<file path="src/rtl/m1553_multi_timer.sv">
// m1553_multi_timer
// Runtime-programmable elapsed-cycle timer used for MIL-STD-1553 protocol timing
// (response timeout, inter-message gap, mid-bit sampling windows).
//
// Ports:
//   i_clk, i_rst_n      clock, asynchronous active-low reset
//   i_clear             synchronous clear to IDLE (count 0, sticky flags cleared)
//   i_start             (re)start; samples i_limit and i_periodic, count restarts at 0
//   i_en                count enable while running (pause when 0)
//   i_periodic          1 = auto-reload on expiry, sampled at start
//   i_limit             period in cycles, sampled at start
//   i_ack               clears sticky o_expired / o_overrun
//   i_win_lo, i_win_hi  packed per-window inclusive bounds; hi == 0 disables a window
//   o_count             elapsed enabled cycles since start/reload
//   o_busy              timer is running
//   o_expired_pulse     one-cycle pulse per expiry
//   o_expired           sticky expiry flag
//   o_overrun           sticky: expiry while o_expired was still set
//   o_in_window         count within [lo,hi] while running, per window
//   o_win_enter         one-cycle pulse on window entry, per window
module m1553_multi_timer #(
  parameter int Width      = 16,
  parameter int NumWindows = 2
) (
  input  logic                          i_clk,
  input  logic                          i_rst_n,
  input  logic                          i_clear,
  input  logic                          i_start,
  input  logic                          i_en,
  input  logic                          i_periodic,
  input  logic [Width-1:0]              i_limit,
  input  logic                          i_ack,
  input  logic [NumWindows*Width-1:0]   i_win_lo,
  input  logic [NumWindows*Width-1:0]   i_win_hi,
  output logic [Width-1:0]              o_count,
  output logic                          o_busy,
  output logic                          o_expired_pulse,
  output logic                          o_expired,
  output logic                          o_overrun,
  output logic [NumWindows-1:0]         o_in_window,
  output logic [NumWindows-1:0]         o_win_enter
);

  typedef enum logic [1:0] {
    IDLE = 2'd0,
    RUN  = 2'd1,
    DONE = 2'd2
  } state_t;

  localparam logic [Width-1:0] ONE  = Width'(1);
  localparam logic [Width-1:0] ZERO = '0;

  // A window with hi == 0 is disabled; lo > hi naturally never matches.
  function automatic logic win_match(input logic [Width-1:0] lo,
                                     input logic [Width-1:0] hi,
                                     input logic [Width-1:0] cnt);
    return (hi != ZERO) && (lo <= cnt) && (cnt <= hi);
  endfunction

  state_t                 state_q, state_d;
  logic [Width-1:0]       count_q, count_d;
  logic [Width-1:0]       limit_q, limit_d;
  logic                   mode_q, mode_d;
  logic                   expired_q, expired_d;
  logic                   overrun_q, overrun_d;
  logic                   pulse_q, pulse_d;
  logic [NumWindows-1:0]  in_window;
  logic [NumWindows-1:0]  in_prev_q;
  logic [NumWindows-1:0]  win_enter_q;

  // State and datapath registers
  always_ff @(posedge i_clk or negedge i_rst_n) begin
    if (!i_rst_n) begin
      state_q     <= IDLE;
      count_q     <= '0;
      limit_q     <= '0;
      mode_q      <= 1'b0;
      expired_q   <= 1'b0;
      overrun_q   <= 1'b0;
      pulse_q     <= 1'b0;
      in_prev_q   <= '0;
      win_enter_q <= '0;
    end else begin
      state_q     <= state_d;
      count_q     <= count_d;
      limit_q     <= limit_d;
      mode_q      <= mode_d;
      expired_q   <= expired_d;
      overrun_q   <= overrun_d;
      pulse_q     <= pulse_d;
      in_prev_q   <= in_window;
      win_enter_q <= in_window & ~in_prev_q;
    end
  end

  // Next-state and command decode: clear > start > counting
  always_comb begin
    state_d   = state_q;
    count_d   = count_q;
    limit_d   = limit_q;
    mode_d    = mode_q;
    expired_d = expired_q;
    overrun_d = overrun_q;
    pulse_d   = 1'b0;

    if (i_clear) begin
      state_d   = IDLE;
      count_d   = '0;
      expired_d = 1'b0;
      overrun_d = 1'b0;
    end else if (i_start) begin
      limit_d   = i_limit;
      mode_d    = i_periodic;
      count_d   = '0;
      expired_d = 1'b0;
      overrun_d = 1'b0;
      if (i_limit == ZERO) begin
        // Zero-length period expires on the start edge itself; reloading a
        // zero period would fire forever, so it is always one-shot.
        state_d   = DONE;
        mode_d    = 1'b0;
        pulse_d   = 1'b1;
        expired_d = 1'b1;
      end else begin
        state_d = RUN;
      end
    end else begin
      if (i_ack) begin
        expired_d = 1'b0;
        overrun_d = 1'b0;
      end
      if (state_q == RUN && i_en) begin
        if (count_q == limit_q - ONE) begin
          pulse_d   = 1'b1;
          expired_d = 1'b1;
          // An ack on the same edge wins over raising overrun.
          if (expired_q && !i_ack) overrun_d = 1'b1;
          if (mode_q) begin
            count_d = '0;
          end else begin
            count_d = limit_q;
            state_d = DONE;
          end
        end else begin
          count_d = count_q + ONE;
        end
      end
    end
  end

  // Compare windows, combinational from the registered count
  for (genvar n = 0; n < NumWindows; n++) begin : g_win
    assign in_window[n] = (state_q == RUN) &&
                          win_match(i_win_lo[n*Width +: Width],
                                    i_win_hi[n*Width +: Width], count_q);
  end

  assign o_count         = count_q;
  assign o_busy          = (state_q == RUN);
  assign o_expired_pulse = pulse_q;
  assign o_expired       = expired_q;
  assign o_overrun       = overrun_q;
  assign o_in_window     = in_window;
  assign o_win_enter     = win_enter_q;

endmodule

</file>
<file path="config.mk">
export PLATFORM = sky130hd
export DESIGN_NAME = m1553_multi_timer
export DESIGN_NICKNAME = d
export VERILOG_FILES = /design/src/rtl/m1553_multi_timer.sv
export SDC_FILE = /design/constraint.sdc
export NUM_CORES = 1
export LEC_CHECK = 0
export CAP_MARGIN = 10
export CORE_MARGIN = 3
export CORE_UTILIZATION = 39
export DETAILED_ROUTE_END_ITERATION = 10
export GPL_TIMING_DRIVEN = 0
export PLACE_DENSITY = 0.71
export SLEW_MARGIN = 5
export SYNTH_ARGS = -nofsm -noshare
export SYNTH_HDL_FRONTEND = slang
export SYNTH_SLANG_ARGS = --single-unit
</file>
<file path="constraint.sdc">
create_clock -name i_clk -period 7.8 [get_ports i_clk]
set_clock_uncertainty 0.05 [all_clocks]
set_input_delay 1.56 -clock i_clk [delete_from_list [all_inputs] [get_ports i_clk]]
set_output_delay 1.56 -clock i_clk [all_outputs]
set_load 0.01 [all_outputs]
</file>
==> After elaboration in Yosys (flattened, before gate mapping) <==
Index checks and enable logic that the tools add are counted.
{ "word_totals": {"reg_bits": 42, "elab_cells": 65} }
{ "classes": {"addsub": 2, "order_cmp": 4, "eq_ne": 3, "n_mux": 28, "n_bitwise": 3, "reduce_logical": 16} }
{ "ops": {"columns": ["op", "count"], "rows": [
  ["$mux 16", 5],
  ["$le 16x16->1", 4],
  ["$reduce_bool 16->1", 2],
  ["$mux 1", 17],
  ["$add 16x1->16 const B", 1],
  ["$eq 16x16->1", 1],
  ["$logic_not 16->1", 1],
  ["$sub 16x1->16 const B", 1],
  ["$mux 2", 6],
  ["$logic_and 1x1->1", 8],
  ["$reduce_bool 3->1", 2],
  ["$ne 3x3->1 const B", 1],
  ["$reduce_and 3->1", 1],
  ["$and 2x2->2", 1],
  ["$eq 2x1->1 const B", 1],
  ["$not 2->2", 1],
  ["$reduce_and 2->1", 1],
  ["$logic_not 1->1", 1],
  ["$not 1->1", 1]
]} }

==> Depth between registers and ports, before layout <==
{ "depth": {"depth_word": 7, "mapped_depth": 14} }

==> Least setup slack after synthesis <==
Ideal clock, no wire load.
{ "synth_path": {"path_type": "input port to output port", "startpoint": "input port i_win_hi[17]", "endpoint": "output port o_in_window[1]", "arrival_time_ns": 3.311, "t_required_ns": 6.190, "slack_ns": 2.879, "cell_stages": 10, "path_cell_list": "inv_1 > ha_1 > nor2b_1 > o21a_1 > o21ai_0 > a21oi_1 > o311a_1 > o21ai_0 > o211ai_1 > a221oi_1"} }
{ "synth_via": {"elab_chain_cells": 4, "elab_cells_between_ends": 5} }
{ "synth_rtl": {"columns": ["element", "line", "source"], "rows": [
  ["start: declaration", "34", "input logic [NumWindows*Width-1:0] i_win_hi,"],
  ["branches (longest 2 deep; another with $le 16x16->1)", null, null],
  ["$logic_and 1x1->1 (*)", "57", "return (hi != ZERO) && (lo <= cnt) && (cnt <= hi);"],
  ["$logic_and 1x1->1 (*)", "153", "assign in_window[n] = (state_q == RUN) &&"],
  ["end: declaration", "40", "output logic [NumWindows-1:0] o_in_window,"]
]} }
Every way passes the cells marked *.

==> Final worst setup path <==
Same ends and word-level chain as after synthesis.

==> summary by stage <==
Job
The tool flagged a number of max-cap violations equal to 0.

Die
The die outline area is 12200 um2. The I/O pin total is 111. The region available for standard cell placement spans 10500 um2. The count of standard-cell rows is 37. The effective utilization at floorplan is between 40% and 50%.

The die boundary width is 110 um. From bottom edge to top edge, the die measures 110 um.

Power and ir drop
The static leakage power is 0.00246 uW. Summing internal, switching and leakage power gives 601 uW. The power density over the cells is 106 nW/um2. Net switching is 30.1% of the power. Sequential cells account for a little over two fifths of the total power.

The worst-case IR drop observed on VDD is 0.0776 mV. For this design the total switching power over the nets is 181 uW. The clock network burns between 20 and 30% of the power. The internal portion of the total power is 420 uW. Combinational logic burns 28.8% of the power.

GRT
The initial antenna violation count was 0. Across every metal layer, demand over resource in global routing totals 21.9%. The number of global-route vias before repair is 4511.

Entering global routing, the biggest net connects 25 pins. The global-route wire length before repair is 22200 um. Summed over all layers, the global routing overflow is 0.

CTS
The number of H-tree levels is 2. The CTS tree is yes. The number of cells upsized or downsized after cts is 0.

The clock drives 42 sinks. The number of clock buffers added by TritonCTS is 5. In this run the clock root is driven by a sky130_fd_sc_hd__clkbuf_8. The number of hold-repair buffers added at the cts stage is 0. The number of post-CTS setup repair buffers is 0. At the later pin of the worst-skew pair, clock insertion delay measures approximately 0.30 ns. After clock tree synthesis, the clock-pin slew on the worst setup and hold paths is 0.08 ns. The clock passes through at most 2 buffers.

STA
The tightest slew margin relative to the limit is approximately 57%. In the finished design, the share of the clock period the worst path needs comes to 77.7%. After routing, the total negative slack on setup checks comes to 0 ns. The maximum clock rate is 165 MHz.

Setup violations remaining at the end of the flow were counted as 0. The clock period minus final worst setup slack is 6.06 ns. The count of endpoints failing hold in the final timing report is 0. The smallest hold slack is 0.348 ns. The slew at the pin with the worst max-slew slack is between 0.6 and 0.7 ns.

Setup repair after global routing left no endpoint under its margin. The number of max-slew violations in the final report is 0.

Synthesis
The fraction of registers with async set or reset after synthesis is 100%. The post-synthesis net count is 669. In this run, synthesis produced a sequential element count of 42.

The synthesized instance count is a little over 500. Counting distinct cell types in the post-synthesis netlist gives 50. In this run, synthesis inferred 0 flip-flops with an integrated enable. The number of warnings issued by yosys is 0.

The synthesized netlist occupies a cell area of 4260 um2. The most used flip-flop cell after synthesis is sky130_fd_sc_hd__dfrtp_1. Sequential elements use 24.7% of the synthesized area. Each instance of the synthesized netlist takes up on average 8.25 um2.

Worst hold path
The worst hold path class is register to register. In this run the most critical hold path is launched from in_prev_q[0]. The number of cells traversed by the worst hold path is 1.

For hold timing, the worst endpoint is o_win_enter[0].

Critical path
The capturing point of the worst reg2reg path is o_count[8]. The worst setup path is launched from an input port. Counting cells, the worst reg-to-reg path comes to 14.

The biggest cell delay along the critical path is 0.64 ns. The path type of the worst setup path is input port to output port. The highest net fanout along the worst path is 3. The data required time of the critical path is 6.19 ns. Among all stages on the critical path, the largest delay is contributed by sky130_fd_sc_hd__clkdlybuf4s50_1. The critical path capture point type is an output port. For the worst setup path, the data arrival time is 4.45 ns. The worst register-to-register path begins at limit_q[0].

The setup slack of the most critical reg-to-reg path is around 4.4 ns. Walking the worst path, the cells encountered are clkdlybuf4s50_1 -> inv_1 -> ha_1 -> nor2b_1 -> o21a_1 -> o21ai_0 -> a21oi_1 -> o311a_1 -> o21ai_0 -> o211ai_1 -> a221oi_1 -> clkdlybuf4s50_1.

Route
The number of vias in the routed layout is 4488. The remaining routing DRC violations is 0. The detail-routed net length per standard cell is approximately 18 um.

For this block, the routed nets add up to 13600 um of wire. The count of TritonRoute iterations in the first routing pass is 5. The initial DRC count is 369. In the routed layout, each cell is associated on average with a via count of 5.82. The number of nets with antenna violations after detailed routing is 0.

Final layout
Compared with the post-synthesis result, the final layout area differs by 33.0%. The post-route non-filler standard cell count is 771. Leaving out fill and tap cells, the most frequent cell in the layout is sky130_fd_sc_hd__clkdlybuf4s50_1. The fraction of final layout cells sized beyond drive strength 1 is 5.67%. 0 antenna diodes ended up in the layout. The library cells used most frequently in the layout, excluding fill and tap cells, are sky130_fd_sc_hd__clkdlybuf4s50_1 (109), sky130_fd_sc_hd__ha_1 (66), sky130_fd_sc_hd__inv_1 (56).

The summed area of non-filler cells in the final layout is 5660 um2. The number of fillers in the final layout is 1028. The sequential cell area is 1050 um2. Summing all multi-input logic gate instances after layout gives just under 3000 um2. The final net count is 787.

Placement
The count of input and output buffers is 110. At the end of routability-driven placement, the weighted congestion stood at 0.851. The placed instances occupy a cell area of 5550 um2. The total half-perimeter wirelength after legalization and detailed placement is 10900 um. After detailed placement, the design holds a cell count of 763.

Outcome
The run finished with clean final reports.
## power groups by stage
stage,clock network [uW],registers (uW),logic (uW)
5_1_grt,187,256,193
3_3_place_gp,0,257,165
3_5_place_dp,0,257,172
2_1_floorplan,0,250,91.7
6_report,174,254,173
4_1_cts,175,253,173
## cell usage after synthesis (7+ instances only)
cell type / count / area (um2)
sky130_fd_sc_hd__ha_1: 66 / 826
sky130_fd_sc_hd__inv_1: 56 / 210
sky130_fd_sc_hd__dfrtp_1: 42 / 1050
sky130_fd_sc_hd__nand2_1: 35 / 131
sky130_fd_sc_hd__a21oi_1: 32 / 160
sky130_fd_sc_hd__o21ai_0: 31 / 155
sky130_fd_sc_hd__nor2_1: 27 / 101
sky130_fd_sc_hd__nand4_1: 20 / 125
sky130_fd_sc_hd__nor4_1: 20 / 125
sky130_fd_sc_hd__a21o_1: 17 / 128
sky130_fd_sc_hd__nand3_1: 16 / 80.1
sky130_fd_sc_hd__nor3_1: 16 / 80.1
sky130_fd_sc_hd__mux2_2: 13 / 146
sky130_fd_sc_hd__clkbuf_1: 10 / 37.5
sky130_fd_sc_hd__nor2b_1: 8 / 50.1
sky130_fd_sc_hd__xnor2_1: 8 / 70.1
sky130_fd_sc_hd__xor2_1: 8 / 70.1
sky130_fd_sc_hd__o21a_1: 7 / 52.6
sky130_fd_sc_hd__or3_1: 7 / 43.8
## worst max-delay path: cells and delay by family
family                   cells  cell delay [ns]
AO/OA/AOI/OAI                7             1.30
buffers and inverters        3             1.17
AND/OR/NAND/NOR              1             0.13
adder cells (fa/ha/maj)      1             0.29
## cell families after synthesis
group	after synthesis	share of synthesized area (%)
AO/OA/AOI/OAI	118	17.5
XOR/XNOR	16	3.29
multiplexers	17	4.38
flip-flops	42	24.7
buffers and inverters	72	6.94
adder cells (fa/ha/maj)	66	19.4
AND/OR/NAND/NOR	185	23.8
## registers in the layout (all words and copies together) (netlist names)
register / count
o_count: 16
o_win_enter: 2
state_q: 2
limit_q: 16
mode_q: 1
o_expired: 1
o_overrun: 1
o_expired_pulse: 1
in_prev_q: 2
## per-layer routing
metal	GRT usage (%)	vias to the layer above	part of all wire, %
li1	-	2144	-
met1	28.7	2164	44
met2	37.0	168	48
met3	4.93	12	6.9
met4	4.43	0	0.73
met5	0	-	0
## area by class of cell
type | count | share of cell area, %
Clock inverter | 3 | 0.707
Tap cell | 136 | 3.01
Sequential cell | 42 | 18.6
Clock buffer | 5 | 1.22
Timing Repair Buffer | 111 | 19.9
Inverter | 56 | 3.71
Buffer | 16 | 1.50
Multi-Input combinational cell | 402 | 51.4
## stage by stage
step                      util, %  setup WS [ns]
after floorplan                 -           2.88
after detailed placement     53.0           1.68
after global routing         54.1           1.41
after CTS                    54.1           1.67
final                        54.1           1.74
after global placement       52.8           1.72
## worst max path at each step
stage,from,end,slack [ns]
after floorplan,i_win_hi[17],o_in_window[1],2.88
after detailed placement,i_win_hi[17],o_in_window[1],1.68
after global routing,i_win_hi[17],o_in_window[1],1.41
after CTS,i_win_hi[17],o_in_window[1],1.67
final,i_win_hi[17],o_in_window[1],1.74
after global placement,i_win_hi[17],o_in_window[1],1.72
Note: power is estimated with default switching activity, not from simulation.
